===== src/rtl/mux4_rr_arbiter_pkg.sv =====
// Shared definitions for the 4-requester round-robin mux arbiter:
// FSM encoding, default hold limit and a one-hot decode helper.
package mux4_rr_arbiter_pkg;

  typedef enum logic [0:0] {
    ST_IDLE  = 1'b0,
    ST_GRANT = 1'b1
  } state_t;

  localparam int MAX_HOLD_DEFAULT = 8;

  function automatic logic [3:0] onehot4(input logic [1:0] idx);
    logic [3:0] v;
    case (idx)
      2'd0:    v = 4'b0001;
      2'd1:    v = 4'b0010;
      2'd2:    v = 4'b0100;
      2'd3:    v = 4'b1000;
      default: v = 4'b0000;
    endcase
    return v;
  endfunction

endpackage


===== src/rtl/mux4_rr_arbiter_rr_pick_4.sv =====
// Combinational round-robin picker: the first requester after 'last'
// (wrapping mod 4) wins, so the previous owner is scanned last.
module rr_pick_4 (
  input  logic [3:0] req,
  input  logic [1:0] last,
  output logic [1:0] pick,
  output logic       any_req
);

  logic [1:0] w_start;
  logic [7:0] w_dbl;
  logic [3:0] w_rot;
  logic [1:0] w_off;

  assign w_start = last + 2'd1;
  assign w_dbl   = {req, req};
  assign w_rot   = w_dbl[{1'b0, w_start} +: 4];
  assign any_req = |req;
  assign pick    = w_start + w_off;

  // priority encode the rotated request vector
  always_comb begin
    if (w_rot[0]) begin
      w_off = 2'd0;
    end else if (w_rot[1]) begin
      w_off = 2'd1;
    end else if (w_rot[2]) begin
      w_off = 2'd2;
    end else begin
      w_off = 2'd3;
    end
  end

endmodule


===== src/rtl/mux4_rr_arbiter.sv =====
// Round-robin arbiter for a shared 4:1 mux path with a bounded hold time;
// all outputs are registered and a timeout revocation pulses preempt.
module mux4_rr_arbiter
  import mux4_rr_arbiter_pkg::*;
#(
  parameter int MAX_HOLD = MAX_HOLD_DEFAULT,
  parameter int CNT_W    = 8
) (
  input  logic       clk,
  input  logic       rst,
  input  logic [3:0] req,
  output logic [3:0] gnt,
  output logic [1:0] sel,
  output logic       busy,
  output logic       preempt
);

  localparam logic [CNT_W-1:0] HOLD_LAST = CNT_W'(MAX_HOLD - 1);

  state_t           r_state;
  state_t           w_state_nxt;
  logic [3:0]       r_gnt,     w_gnt_nxt;
  logic [1:0]       r_sel,     w_sel_nxt;
  logic [1:0]       r_last,    w_last_nxt;
  logic [CNT_W-1:0] r_hold,    w_hold_nxt;
  logic             r_busy,    r_preempt, w_preempt_nxt;
  logic [1:0]       w_pick;
  logic             w_any_req;
  logic             w_others;

  rr_pick_4 u_pick (
    .req     (req),
    .last    (r_last),
    .pick    (w_pick),
    .any_req (w_any_req)
  );

  assign w_others = |(req & ~onehot4(r_sel));

  // state register
  always_ff @(posedge clk or posedge rst) begin
    if (rst) begin
      r_state <= ST_IDLE;
    end else begin
      r_state <= w_state_nxt;
    end
  end

  // next-state and next-output decision
  always_comb begin
    w_state_nxt   = r_state;
    w_gnt_nxt     = r_gnt;
    w_sel_nxt     = r_sel;
    w_last_nxt    = r_last;
    w_hold_nxt    = r_hold;
    w_preempt_nxt = 1'b0;
    case (r_state)
      ST_IDLE: begin
        if (w_any_req) begin
          w_state_nxt = ST_GRANT;
          w_gnt_nxt   = onehot4(w_pick);
          w_sel_nxt   = w_pick;
          w_last_nxt  = w_pick;
          w_hold_nxt  = '0;
        end else begin
          w_gnt_nxt  = 4'b0000;
          w_hold_nxt = '0;
        end
      end
      ST_GRANT: begin
        if (!req[r_sel]) begin
          w_hold_nxt = '0;
          if (w_any_req) begin
            w_gnt_nxt  = onehot4(w_pick);
            w_sel_nxt  = w_pick;
            w_last_nxt = w_pick;
          end else begin
            w_state_nxt = ST_IDLE;
            w_gnt_nxt   = 4'b0000;
          end
        end else if (r_hold < HOLD_LAST) begin
          w_hold_nxt = r_hold + {{(CNT_W-1){1'b0}}, 1'b1};
        end else begin
          // timeout: previous owner sits last in the scan, so pick is someone else
          w_hold_nxt = '0;
          if (w_others) begin
            w_gnt_nxt     = onehot4(w_pick);
            w_sel_nxt     = w_pick;
            w_last_nxt    = w_pick;
            w_preempt_nxt = 1'b1;
          end else begin
            w_gnt_nxt = r_gnt;
          end
        end
      end
      default: begin
        w_state_nxt = ST_IDLE;
        w_gnt_nxt   = 4'b0000;
        w_sel_nxt   = 2'd0;
        w_last_nxt  = 2'd3;
        w_hold_nxt  = '0;
      end
    endcase
  end

  // output and datapath registers
  always_ff @(posedge clk or posedge rst) begin
    if (rst) begin
      r_gnt     <= 4'b0000;
      r_sel     <= 2'd0;
      r_last    <= 2'd3;
      r_hold    <= '0;
      r_busy    <= 1'b0;
      r_preempt <= 1'b0;
    end else begin
      r_gnt     <= w_gnt_nxt;
      r_sel     <= w_sel_nxt;
      r_last    <= w_last_nxt;
      r_hold    <= w_hold_nxt;
      r_busy    <= |w_gnt_nxt;
      r_preempt <= w_preempt_nxt;
    end
  end

  assign gnt     = r_gnt;
  assign sel     = r_sel;
  assign busy    = r_busy;
  assign preempt = r_preempt;

endmodule

===== config.mk =====
export PLATFORM = sky130hd
export DESIGN_NAME = mux4_rr_arbiter
export DESIGN_NICKNAME = d
export VERILOG_FILES = /design/src/rtl/mux4_rr_arbiter_pkg.sv /design/src/rtl/mux4_rr_arbiter_rr_pick_4.sv /design/src/rtl/mux4_rr_arbiter.sv
export SDC_FILE = /design/constraint.sdc
export NUM_CORES = 1
export LEC_CHECK = 0
export ABC_AREA = 1
export CORE_MARGIN = 4
export CORE_UTILIZATION = 57
export CTS_CLUSTER_DIAMETER = 200
export DETAILED_ROUTE_END_ITERATION = 16
export PLACE_DENSITY = 0.82
export SYNTH_ARGS = -nofsm -noshare
export SYNTH_HDL_FRONTEND = slang
export SYNTH_SLANG_ARGS = --single-unit

===== constraint.sdc =====
create_clock -name clk -period 5.5 [get_ports clk]
set_clock_uncertainty 0.05 [all_clocks]
set_input_delay 1.1 -clock clk [delete_from_list [all_inputs] [get_ports clk]]
set_output_delay 1.1 -clock clk [all_outputs]
set_load 0.1 [all_outputs]

==> metrics.md <==
| Metric | Value |
|---|---|
| Run status | finished clean |
| Number of standard-cell rows in the floorplan | 15 |
| Post-synthesis cell type count | 25 |
| Count of instances resized after the clock tree is built | 0 |
| Starting DRT DRC Count | 17 |
| Clock tree from TritonCTS | done |
| Synthesized instance count | 134 |
| Warning count from the yosys run | 0 |
| Hold Crit Depth | 1 |
| Cell family with most CP delay | buffers and inverters |
| Tightest slew margin relative to the limit | 0.339 |
| Cell breakdown of the critical path | clkdlybuf4s50_1 |
| Hold Worst Slack | 0.427 ns |
| Total Negative Setup Slacks | 0 ns |
| Final GP Congestion | 0.734 |
| Max Slew Vio Count | 0 |
| RSZ-0062 raised after global routing | false |
| Sequential cell area fraction in the yosys report | 0.457 |
| Core area | roughly 1700 um2 |
| Placed cell count | 174 |
| Fin crit share | 0.564 |
| All-layer global routing usage | 0.169 |
| WL/cell | 10.1 um |
| Number of diodes | 0 |
| Maximum fanout count along the critical path | 7 |
| CTS root buffer | sky130_fd_sc_hd__clkbuf_4 |
| IO Pins | 14 |
| Number of CTS-inserted buffers | 3 |
| Count of hold-fix buffers inserted at cts | 0 |
| Share of the synthesized area in the top cell type | 0.407 |
| Final Cell Area | 1230 um2 |
| Yosys reg bits | 19 |
| First-pass iteration count of the detailed router | 4 |
| Estimated wirelength of the detail-placed design | 1430 um |
| CTS Sinks | 19 |
| Cell type with the highest aggregate area in the netlist | sky130_fd_sc_hd__dfrtp_1 |
| Clock tree buffer depth | 2 |
| Top post-synthesis cells by area | sky130_fd_sc_hd__dfrtp_1 41%, sky130_fd_sc_hd__nand2_1 17%, sky130_fd_sc_hd__inv_1 5.7%, sky130_fd_sc_hd__dfstp_2 5.0%, sky130_fd_sc_hd__nand2_2 4.2% |
| Total wire length | 1790 um |
| Register clock-pin slew on the reported worst setup and hold paths | 0.10 ns |
| Max stage delay on crit path | 1.18 ns |
| Area growth from synthesis to layout | 18.1% |
| GRT Residual Overflow | 0 |
| Commonest cells after routing, fill and taps aside | 46 x sky130_fd_sc_hd__nand2_1, 17 x sky130_fd_sc_hd__dfrtp_1, 16 x sky130_fd_sc_hd__inv_1 |
| Setup crit end kind | output pin |
| Detailed-route vias per instance | 4.64 |
| Post-CTS setup repair buffer count | 0 |
| Vias post-DR | 826 |
| Type of the worst min-delay path | flip-flop to flip-flop |
| Final standard cell count with taps included and fillers excluded | approximately 180 |
| Slew at the pin with the worst max-slew slack | 0.989 ns |
| Max-Cap Viols | 0 |
| Post-route minimum period | 3.10 ns |
| WP buf/inv | 1 |
| Kind of launch point of the worst setup path | flip-flop |
| Setup violators final | 0 |
| First-pass GRT wire length | 3320 um |
| Synth Area per Inst | 7.80 um2 |
| Number of stages on the worst setup path | 1 |
| Initial standard-cell utilization of the core | 0.605 |
| Chip height | 50.8 um |
| Number of antenna violations at the first check in global routing | 0 |
| CP max-delay cell | sky130_fd_sc_hd__clkdlybuf4s50_1 |
| Fraction of layout cells with a size suffix above 1 | 0.157 |
| Most frequent standard cell in the layout excluding fill and tap cells | sky130_fd_sc_hd__nand2_1 |
| Data arrival, critical path | 1.95 ns |
| Remaining antenna violation count after routing | 0 |
| Number of global-route vias before repair | 816 |
| Worst-skew pair later-pin latency | 0.28 ns |
| Number of levels in the clock H-tree | 1 |
| Maximum clock rate | 0.323 GHz |
| Number of buffer cells added on primary ports | 13 |
| Largest net degree at the start of global routing | 20 |
| Worst reg-to-reg path cell count | 15 |
| Final net count | approximately 160 |
| Syn Std Cell Area | between 1000 and 1500 um2 |
| Remaining routing DRC violations | 0 |
| Type of the worst setup path | flip-flop to output pin |
| Area after DPL | 1210 um2 |
| Worst EP required | roughly 4.4 ns |
| Area of the die | between 2000 and 3000 um2 |
| Number of failing hold endpoints at the final stage | 0 |
| Die boundary width | 50.8 um |
==> cell type report <==
| cell class | instances | area [um2] |
|---|---|---|
| inverter | 19 | 71.3 |
| fill | 155 | 493 |
| tap | 25 | 31.3 |
| sequential | 19 | 478 |
| timing repair buffer | 13 | 130 |
| clock inverter | 1 | 5.00 |
| multi-input combinational | 98 | 495 |
| clock buffer | 3 | 22.5 |
==> routing by layer <==
metal | vias to the layer above | share of wire | GRT usage
met4 | 0 | 0.013 | 0.0673
met2 | 14 | 0.48 | 0.283
met3 | 2 | 0.040 | 0.0379
met1 | 363 | 0.47 | 0.211
li1 | 447 | - | -
met5 | - | 0 | 0
==> final timing paths <==
path,startpoint,end,slack (ns)
max,sel[1]$_DFFE_PP0P_,sel[1],2.40
min,r_hold[0]$_DFF_PP0_,r_hold[0]$_DFF_PP0_,0.43
max reg2reg,r_last[0]$_DFFE_PP1P_,busy$_DFF_PP0_,3.33
min reg2reg,r_hold[0]$_DFF_PP0_,r_hold[0]$_DFF_PP0_,0.43
max in group asynchronous,rst,r_hold[2]$_DFF_PP0_,3.83
min in group asynchronous,rst,r_hold[7]$_DFF_PP0_,1.15
==> sequential cells by signal, indices dropped and copies added, names as in the netlist <==
register / flops
r_last: 2
preempt: 1
sel: 2
r_hold: 8
r_state: 1
busy: 1
gnt: 4
==> per-stage QoR <==
stage / setup WS (ns) / util
floorplan: 3.15 / -
global placement: 2.44 / 0.699
detailed placement: 2.39 / 0.699
CTS: 2.38 / 0.714
global route: 2.30 / 0.714
finish: 2.40 / 0.714
==> cell families (layout without fill, tap and decap cells) <==
kind of cell / count (synthesis) / after routing / share of synthesized area
AOI/OAI and AO/OA: 13 / 13 / 0.0802
buffers and inverters: 20 / 36 / 0.0790
DFF: 19 / 19 / 0.457
other: 1 / 4 / 0.00359
adders and majority gates: 2 / 2 / 0.0239
and+or+nand+nor: 79 / 79 / 0.356
==> cell usage after synthesis, drive strengths merged <==
cell    instances
nand2          55
inv            19
dfrtp          17
nor2           14
o21ai           8
nand3           6
a21oi           3
dfstp           2
ha              2
nand4           2
nor3            2
buf             1
conb            1
o21bai          1
o22ai           1
Power is left out: the tool's default activity adds up to more than one toggle a clock period on the data nets, which glitch-free logic cannot reach.
